<file path="src/rtl/ws_frame_ctrl.sv">
`timescale 1ns/1ps
`default_nettype none
// ============================================================================
// Module      : ws_frame_ctrl
// Description : WS2812-family frame controller. Streams one pixel per LED
//               from a valid/ready source, feeds the NZR bit generator via
//               qmode (0 / 1 / RESET), then holds the latch (reset) time.
//               Supports a runtime LED count, auto-repeat and underrun abort.
// Revision    : 1.0 - initial release
// ============================================================================
module ws_frame_ctrl #(
    parameter int BITS_PER_LED = 24,
    parameter int MAX_LEDS     = 16,
    parameter int LED_W        = 8,
    parameter int RESET_CLKS   = 28100,
    parameter int RST_W        = 15
) (
    input  logic                    clk,
    input  logic                    reset,
    input  logic                    start,
    input  logic                    auto_repeat,
    input  logic [LED_W-1:0]        num_leds,
    input  logic [BITS_PER_LED-1:0] pix_data,
    input  logic                    pix_valid,
    output logic                    pix_ready,
    input  logic                    bdone,
    output logic                    start_coding,
    output logic [1:0]              qmode,
    output logic [LED_W-1:0]        led_index,
    output logic                    busy,
    output logic                    frame_done,
    output logic                    all_done,
    output logic                    underrun
);

    localparam int BC_W = (BITS_PER_LED > 1) ? $clog2(BITS_PER_LED) : 1;

    localparam logic [1:0] S_IDLE  = 2'd0;
    localparam logic [1:0] S_LOAD  = 2'd1;
    localparam logic [1:0] S_SHIFT = 2'd2;
    localparam logic [1:0] S_LATCH = 2'd3;

    localparam logic [1:0]        Q_RESET    = 2'b10;
    localparam logic [BC_W-1:0]   LAST_BIT   = BC_W'(BITS_PER_LED - 1);
    localparam logic [LED_W-1:0]  MAX_N      = LED_W'(MAX_LEDS);
    localparam logic [LED_W-1:0]  ONE_LED    = LED_W'(1);
    localparam logic [RST_W-1:0]  LATCH_LAST = RST_W'(RESET_CLKS - 1);

    logic [1:0]              state;
    logic [RST_W-1:0]        latch_cnt;
    logic [BC_W-1:0]         bit_cnt;
    logic [LED_W-1:0]        led_cnt;     // LEDs fully shifted out
    logic [LED_W-1:0]        fetched;     // pixels accepted this frame
    logic [LED_W-1:0]        n_leds;      // clamped LED count for this frame
    logic [BITS_PER_LED-1:0] shreg;
    logic [BITS_PER_LED-1:0] pbuf;        // one-entry prefetch buffer
    logic                    pbuf_full;

    logic                    hs;
    logic                    launch;
    logic                    last_led;
    logic [LED_W-1:0]        n_next;

    // Handshake, frame-launch and clamping helpers
    assign hs       = pix_valid && pix_ready;
    assign launch   = (start || auto_repeat) && (num_leds != '0);
    assign last_led = (led_cnt == (n_leds - ONE_LED));
    assign n_next   = (num_leds > MAX_N) ? MAX_N : num_leds;

    // Outputs decoded straight from state so they never depend on inputs
    always_comb begin
        pix_ready = 1'b0;
        qmode     = Q_RESET;
        if (state == S_LOAD) begin
            pix_ready = 1'b1;
        end else if (state == S_SHIFT) begin
            pix_ready = !pbuf_full && (fetched < n_leds);
            qmode     = {1'b0, shreg[BITS_PER_LED-1]};
        end
    end

    assign busy      = (state != S_IDLE);
    assign led_index = led_cnt;
    assign all_done  = (state == S_LATCH) && (latch_cnt == LATCH_LAST);

    // Frame sequencer: IDLE -> LOAD -> SHIFT -> LATCH -> IDLE
    always_ff @(posedge clk) begin
        if (reset) begin
            state        <= S_LATCH;
            latch_cnt    <= '0;
            bit_cnt      <= '0;
            led_cnt      <= '0;
            fetched      <= '0;
            n_leds       <= '0;
            shreg        <= '0;
            pbuf         <= '0;
            pbuf_full    <= 1'b0;
            start_coding <= 1'b0;
            frame_done   <= 1'b0;
            underrun     <= 1'b0;
        end else begin
            start_coding <= 1'b0;
            frame_done   <= 1'b0;
            underrun     <= 1'b0;
            case (state)
                S_IDLE: begin
                    if (launch) begin
                        n_leds    <= n_next;
                        bit_cnt   <= '0;
                        led_cnt   <= '0;
                        fetched   <= '0;
                        pbuf_full <= 1'b0;
                        state     <= S_LOAD;
                    end
                end
                S_LOAD: begin
                    if (pix_valid) begin
                        shreg        <= pix_data;
                        fetched      <= ONE_LED;
                        start_coding <= 1'b1;
                        state        <= S_SHIFT;
                    end
                end
                S_SHIFT: begin
                    if (bdone && (bit_cnt == LAST_BIT)) begin
                        // End of a pixel: finish, reload, or abort on underrun
                        bit_cnt <= '0;
                        led_cnt <= led_cnt + ONE_LED;
                        if (last_led) begin
                            latch_cnt  <= '0;
                            frame_done <= 1'b1;
                            state      <= S_LATCH;
                        end else if (pbuf_full) begin
                            shreg     <= pbuf;
                            pbuf_full <= 1'b0;
                        end else if (hs) begin
                            shreg   <= pix_data;
                            fetched <= fetched + ONE_LED;
                        end else begin
                            latch_cnt <= '0;
                            underrun  <= 1'b1;
                            state     <= S_LATCH;
                        end
                    end else begin
                        if (bdone) begin
                            shreg   <= {shreg[BITS_PER_LED-2:0], 1'b0};
                            bit_cnt <= bit_cnt + 1'b1;
                        end
                        if (hs) begin
                            pbuf      <= pix_data;
                            pbuf_full <= 1'b1;
                            fetched   <= fetched + ONE_LED;
                        end
                    end
                end
                S_LATCH: begin
                    if (latch_cnt == LATCH_LAST) begin
                        state <= S_IDLE;
                    end else begin
                        latch_cnt <= latch_cnt + 1'b1;
                    end
                end
                default: begin
                    state <= S_LATCH;
                end
            endcase
        end
    end

endmodule
`default_nettype wire

</file>
<file path="config.mk">
export PLATFORM = sky130hd
export DESIGN_NAME = ws_frame_ctrl
export DESIGN_NICKNAME = d
export VERILOG_FILES = /design/src/rtl/ws_frame_ctrl.sv
export SDC_FILE = /design/constraint.sdc
export NUM_CORES = 1
export LEC_CHECK = 0
export CORE_MARGIN = 1
export CORE_UTILIZATION = 40
export DETAILED_ROUTE_END_ITERATION = 10
export PLACE_DENSITY_LB_ADDON = 0.1
export SETUP_SLACK_MARGIN = 0.3
export SYNTH_ARGS = -nofsm -noshare
export SYNTH_HDL_FRONTEND = slang
export SYNTH_SLANG_ARGS = --single-unit
</file>
<file path="constraint.sdc">
create_clock -name clk -period 3.95 [get_ports clk]
set_input_delay 0.79 -clock clk [delete_from_list [all_inputs] [get_ports clk]]
set_output_delay 0.79 -clock clk [all_outputs]
set_load 0.02 [all_outputs]
</file>
# After elaboration in Yosys (flattened, before gate mapping)
# Cells that the tools add are included.
# W data, S select, Z words.
[word_totals]
ff_bits = 98
latchBits = 0
ram_bits = 0
mem_bits_ro = 0
in_bits = 38
output_inout_bits = 16
elab_cells = 113
mem_count = 0
[classes]
add_sub_neg = 5
multipliers = 0
n_div = 0
magnitude_cmp = 2
n_eq_ne = 18
shifts = 0
muxes = 47
n_bitwise = 3
n_reduce_logical = 26
[ops]
columns = ["operator", "n"]
rows = [
  ["$mux W24", 6],
  ["$mux W15", 5],
  ["$mux W8", 8],
  ["$pmux W24 S2", 1],
  ["$pmux W15 S2", 1],
  ["$pmux W8 S3", 1],
  ["$mux W2", 9],
  ["$add A8 B1 Y8 const B", 2],
  ["$pmux W8 S2", 1],
  ["$add A15 B1 Y15 const B", 1],
  ["$eq A15 B15 Y1 const B", 1],
  ["$mux W5", 3],
  ["$reduce_and A5 Y1", 3],
  ["$ne A3 B3 Y1 const B", 4],
  ["$pmux W5 S2", 1],
  ["$mux W1", 9],
  ["$reduce_and A3 Y1", 3],
  ["$eq A8 B8 Y1", 1],
  ["$gt A8 B5 Y1 const B", 1],
  ["$lt A8 B8 Y1", 1],
  ["$pmux W2 S4", 1],
  ["$reduce_bool A2 Y1", 4],
  ["$reduce_bool A8 Y1", 1],
  ["$sub A8 B1 Y8 const B", 1],
  ["21 further kinds", 32],
]

# Depth between registers and ports, before layout
[depth]
depth_word = 10
ltp_mapped = 11
ltp_nobuf = 10

# Least setup slack after synthesis
# Ideal clock, no wire load.
[synth_timing]
path_type = "input to register"
startpoint = "input port num_leds[7]"
endpoint = "register led_cnt[5], in the netlist led_index[5]"
setup_time_ns = 0.074
t_arrival_ns = 2.771
required_time_ns = 3.876
path_slack_ns = 1.106
path_stages = 9
path_buffers = 1
path_cell_list = "nor4_1 > a21oi_1 > and2_1 > buf_2 > a21oi_1 > nor3_1 > nand4_1 > or3_1 > a21oi_1"
[synth_via]
elab_chain_cells = 4
[synth_lines]
columns = ["item", "line_no", "text"]
rows = [
  ["start, declared", "22", "input logic [LED_W-1:0] num_leds,"],
  ["$reduce_bool A8 Y1", "66", "assign launch = (start || auto_repeat) && (num_leds != '0);"],
  ["$logic_and A1 B1 Y1", "66", ""],
  ["$ne A2 B2 Y1 (no line)", "n/a", ""],
  ["$reduce_and A3 Y1 (no line)", "n/a", ""],
  ["end signal, assigned", "128", "led_cnt <= led_cnt + ONE_LED;"],
  ["end, declared", "52", "logic [LED_W-1:0] led_cnt;"],
]
# Every way passes these cells.
# A chain may end at the register's enable or synchronous reset.

# Final worst setup path
[layout_timing]
startpoint = "register n_leds[5]"
endpoint = "output port pix_ready"
[layout_via]
elab_chain_cells = 4
[layout_lines]
columns = ["item", "line_no", "text"]
rows = [
  ["start, declared", "54", "logic [LED_W-1:0] n_leds;"],
  ["start signal, assigned", "108", "n_leds <= n_next;"],
  ["$lt A8 B8 Y1", "77", "pix_ready = !pbuf_full && (fetched < n_leds);"],
  ["$logic_and A1 B1 Y1", "77", ""],
  ["$mux W1", "76", "end else if (state == S_SHIFT) begin"],
  ["$mux W1", "74", "if (state == S_LOAD) begin"],
  ["end, declared", "25", "output logic pix_ready,"],
]
# Every way passes these cells.

==> metrics.md <==
| Metric | Value |
|---|---|
| Status | `finished clean` |
| Max FO, Critical Path | `6` |
| PortBufs | `53` |
| Min-delay worst type | `register to register` |
| Cts repair resizes | `0` |
| Initial antenna violation count | `0` |
| TNS Setup | `0 ns` |
| Hold endpoint | `shreg[13]$_SDFFE_PP0P_` |
| Relative slew slack | `44.9%` |
| Pwr/cell area | `558 mW/mm2` |
| Post-synth EDFFs | `0` |
| Worst skew pair latency | `0.35 ns` |
| Maximum vdd drop | `0.000295 V` |
| Req. time, crit path | `3.16 ns` |
| Cts bufs inserted | `9` |
| Routed wire per std cell | `15.1 um` |
| Arrival @ worst endpoint | `2.58 ns` |
| Nets | `688` |
| Syn nets | `648` |
| Antenna cell count | `0` |
| Cell-internal power | `0.00204 W` |
| Gr usage total | `19.6%` |
| R2R setup slack | `0.73 ns` |
| Max-Cap Viols | `0` |
| HPWL Detailed | `8.10 mm` |
| CP Capture Type | `output pin` |
| Global route overflow | `0` |
| Sequential share of power | `36.2%` |
| Number of DRC markers in iteration 0 | `246` |
| Most frequent cells in the layout | `dfxtp_1, nand2_1, nor2_1` |
| Fin. max-slew vios | `0` |
| Final Hold Fails | `0` |
| Clock Sinks | `98` |
| Synth top area share | `39.0%` |
| Synth top area cells | `dfxtp_1, nand2_1, mux2i_1` |
| Synth Warn # | `0` |
| Period utilization | `85.3%` |
| Clk buf depth | `2` |
| Post-Syn Area | `0.00502 mm2` |
| H-tree levels | `3` |
| Post-CTS Setup Repair Bufs | `0` |
| RR Startpoint | `n_leds[1]$_SDFFE_PP0P_` |
| Actual slew at the worst max-slew pin | `0.826 ns` |
| Fin crit period | `3.37 ns` |
| Psw | `0.00128 W` |
| Vias in the first global route | `4,162` |
| Die X | `114 um` |
| Avg Vias per Cell | `5.45` |
| Commonest non-fill, non-tap cell in the layout | `dfxtp_1` |
| Dpl cells | `789` |
| Detail Route Antenna Nets | `0` |
| Layout area overhead | `18.5%` |
| Final Non-Filler Cells | `805` |
| F_max | `297 MHz` |
| Cell row count | `40` |
| Initial core utilization | `41.5%` |
| Switching Share | `38.6%` |
| Share of layout cells above drive strength 1 | `7.54%` |
| Worst setup path category | `register to output pin` |
| Mapped Cells | `592` |
| Cell variety after synth | `62` |
| RR Endpoint | `shreg[2]$_SDFFE_PP0P_` |
| Die Span Y | `114 um` |
| Logic pwr share | `37.8%` |
| Register area share after synthesis | `39.0%` |
| Largest net degree at the start of global routing | `43` |
| Min-delay src | `shreg[13]$_SDFFE_PP0P_` |
| Setup violators final | `0` |
| Gp weighted congestion | `0.801` |
| Clock transition at path regs | `0.07 ns` |
| Hold-fix buffers, CTS | `0` |
| DRC viols | `0` |
| Root Buffer | `clkbuf_16` |
| I/O pins | `54` |
| TritonCTS clock tree | `built` |
| #FFs+latches synth | `98` |
| Total number of vias | `4,386` |
| Post-Route WL | `12.2 mm` |
| Final Skew | `0.00741 ns` |
| RSZ-0062 raised after global routing | `false` |
| Hold path depth | `2` |
| Post-synth top area cell | `dfxtp_1` |
| Fraction of registers with async set/reset | `0%` |
| Leakage | `2.00 nW` |
| First-pass GRT wire length | `20.3 mm` |
| Syn avg cell area | `8.49 um2` |
| Startpoint type of the worst setup path | `register` |
| Router iterations before antenna repair | `5` |
| Clock power frac | `26.0%` |
| Core area | `0.0121 mm2` |
| Reg2reg path depth | `10` |
| Filler cell count | `1,202` |
| Die Footprint | `0.0130 mm2` |
| Top_reg_cell synth | `dfxtp_1` |
## critical path, stage by stage (launching register included)
cell             delay, ns
dfxtp_1               0.42
inv_1                 0.11
ha_1                  0.31
a211oi_1              0.22
nand2_1               0.11
o2111ai_1             0.28
a21o_1                0.18
clkdlybuf4s50_1       0.60
## power groups by stage
stage / registers [W] / clock network (W) / logic [W]
after CTS: 0.00120 / 0.000887 / 0.00126
after detailed placement: 0.00122 / 0 / 0.00126
after global routing: 0.00122 / 0.000931 / 0.00139
after global placement: 0.00122 / 0 / 0.00125
after floorplan: 0.00121 / 0 / 0.00100
final: 0.00120 / 0.000864 / 0.00126
## cell type report
class	instances	area (um2)	share of cell area, %
flip-flops and latches	98	1960	32.9
inverters	16	60.1	1.01
clock buffers	10	239	4.01
repair buffers	62	593	9.96
clock inverters	6	48.8	0.819
well taps	168	210	3.53
multi-input cells	445	2840	47.7
## synthesized netlist by cell type (all sizes together), types with 4 or more instances
library cell   n
o211ai        27
o22ai         24
nand4         12
or3            9
or4            5
and3           7
a21oi         46
clkbuf        20
dfxtp         98
inv           16
xnor2         12
ha            18
nand3         11
or2            4
nand2         75
xor2          12
mux2i         28
nor3          15
and2           5
o21ai         18
buf           13
a211oi         5
a311oi         4
nand2b         6
nor4           6
nor2          69
## per-stage QoR
stage	hold WS (ns)	utilization, %	total power (W)	worst slack, ns	area, um2
after CTS	0.454	49.2	0.00335	0.559	5960
after global routing	0.475	49.2	0.00354	0.455	5960
after global placement	0.442	46.8	0.00247	0.557	5670
after floorplan	0.432	-	0.00221	1.11	5020
final	0.455	49.2	0.00332	0.582	5960
after detailed placement	0.444	46.8	0.00248	0.450	5670
## sequential cells by signal, summed over array words and instances, names as in the netlist
name	flops
pbuf	24
shreg	24
latch_cnt	15
fetched	8
led_index	8
n_leds	8
bit_cnt	5
state	2
frame_done	1
pbuf_full	1
start_coding	1
underrun	1
## how the worst max path moves through the flow
stage | from | endpoint | slack [ns]
final | n_leds[5]$_SDFFE_PP0P_ | pix_ready | 0.58
after global routing | n_leds[5]$_SDFFE_PP0P_ | pix_ready | 0.45
after CTS | n_leds[5]$_SDFFE_PP0P_ | pix_ready | 0.56
after detailed placement | num_leds[2] | fetched[7]$_SDFFE_PP0P_ | 0.45
after global placement | num_leds[1] | led_index[5]$_SDFFE_PP0P_ | 0.56
after floorplan | num_leds[7] | led_index[5]$_SDFFE_PP0P_ | 1.11
## per-layer routing
layer	GRT usage [%]	wire length, um	vias up
li1	-	-	2215
met4	6.58	186	0
met3	4.18	443	18
met2	32.5	5670	75
met5	0	0	-
met1	25.2	5890	2078
## cell families after synthesis
family	synth area share, %
AO/OA/AOI/OAI	19.6
XOR/XNOR	4.18
multiplexers	5.58
flip-flops	39.0
adder cells (fa/ha/maj)	4.48
buffers and inverters	4.53
AND/OR/NAND/NOR	22.5
Power figures use the tool's default switching activity.
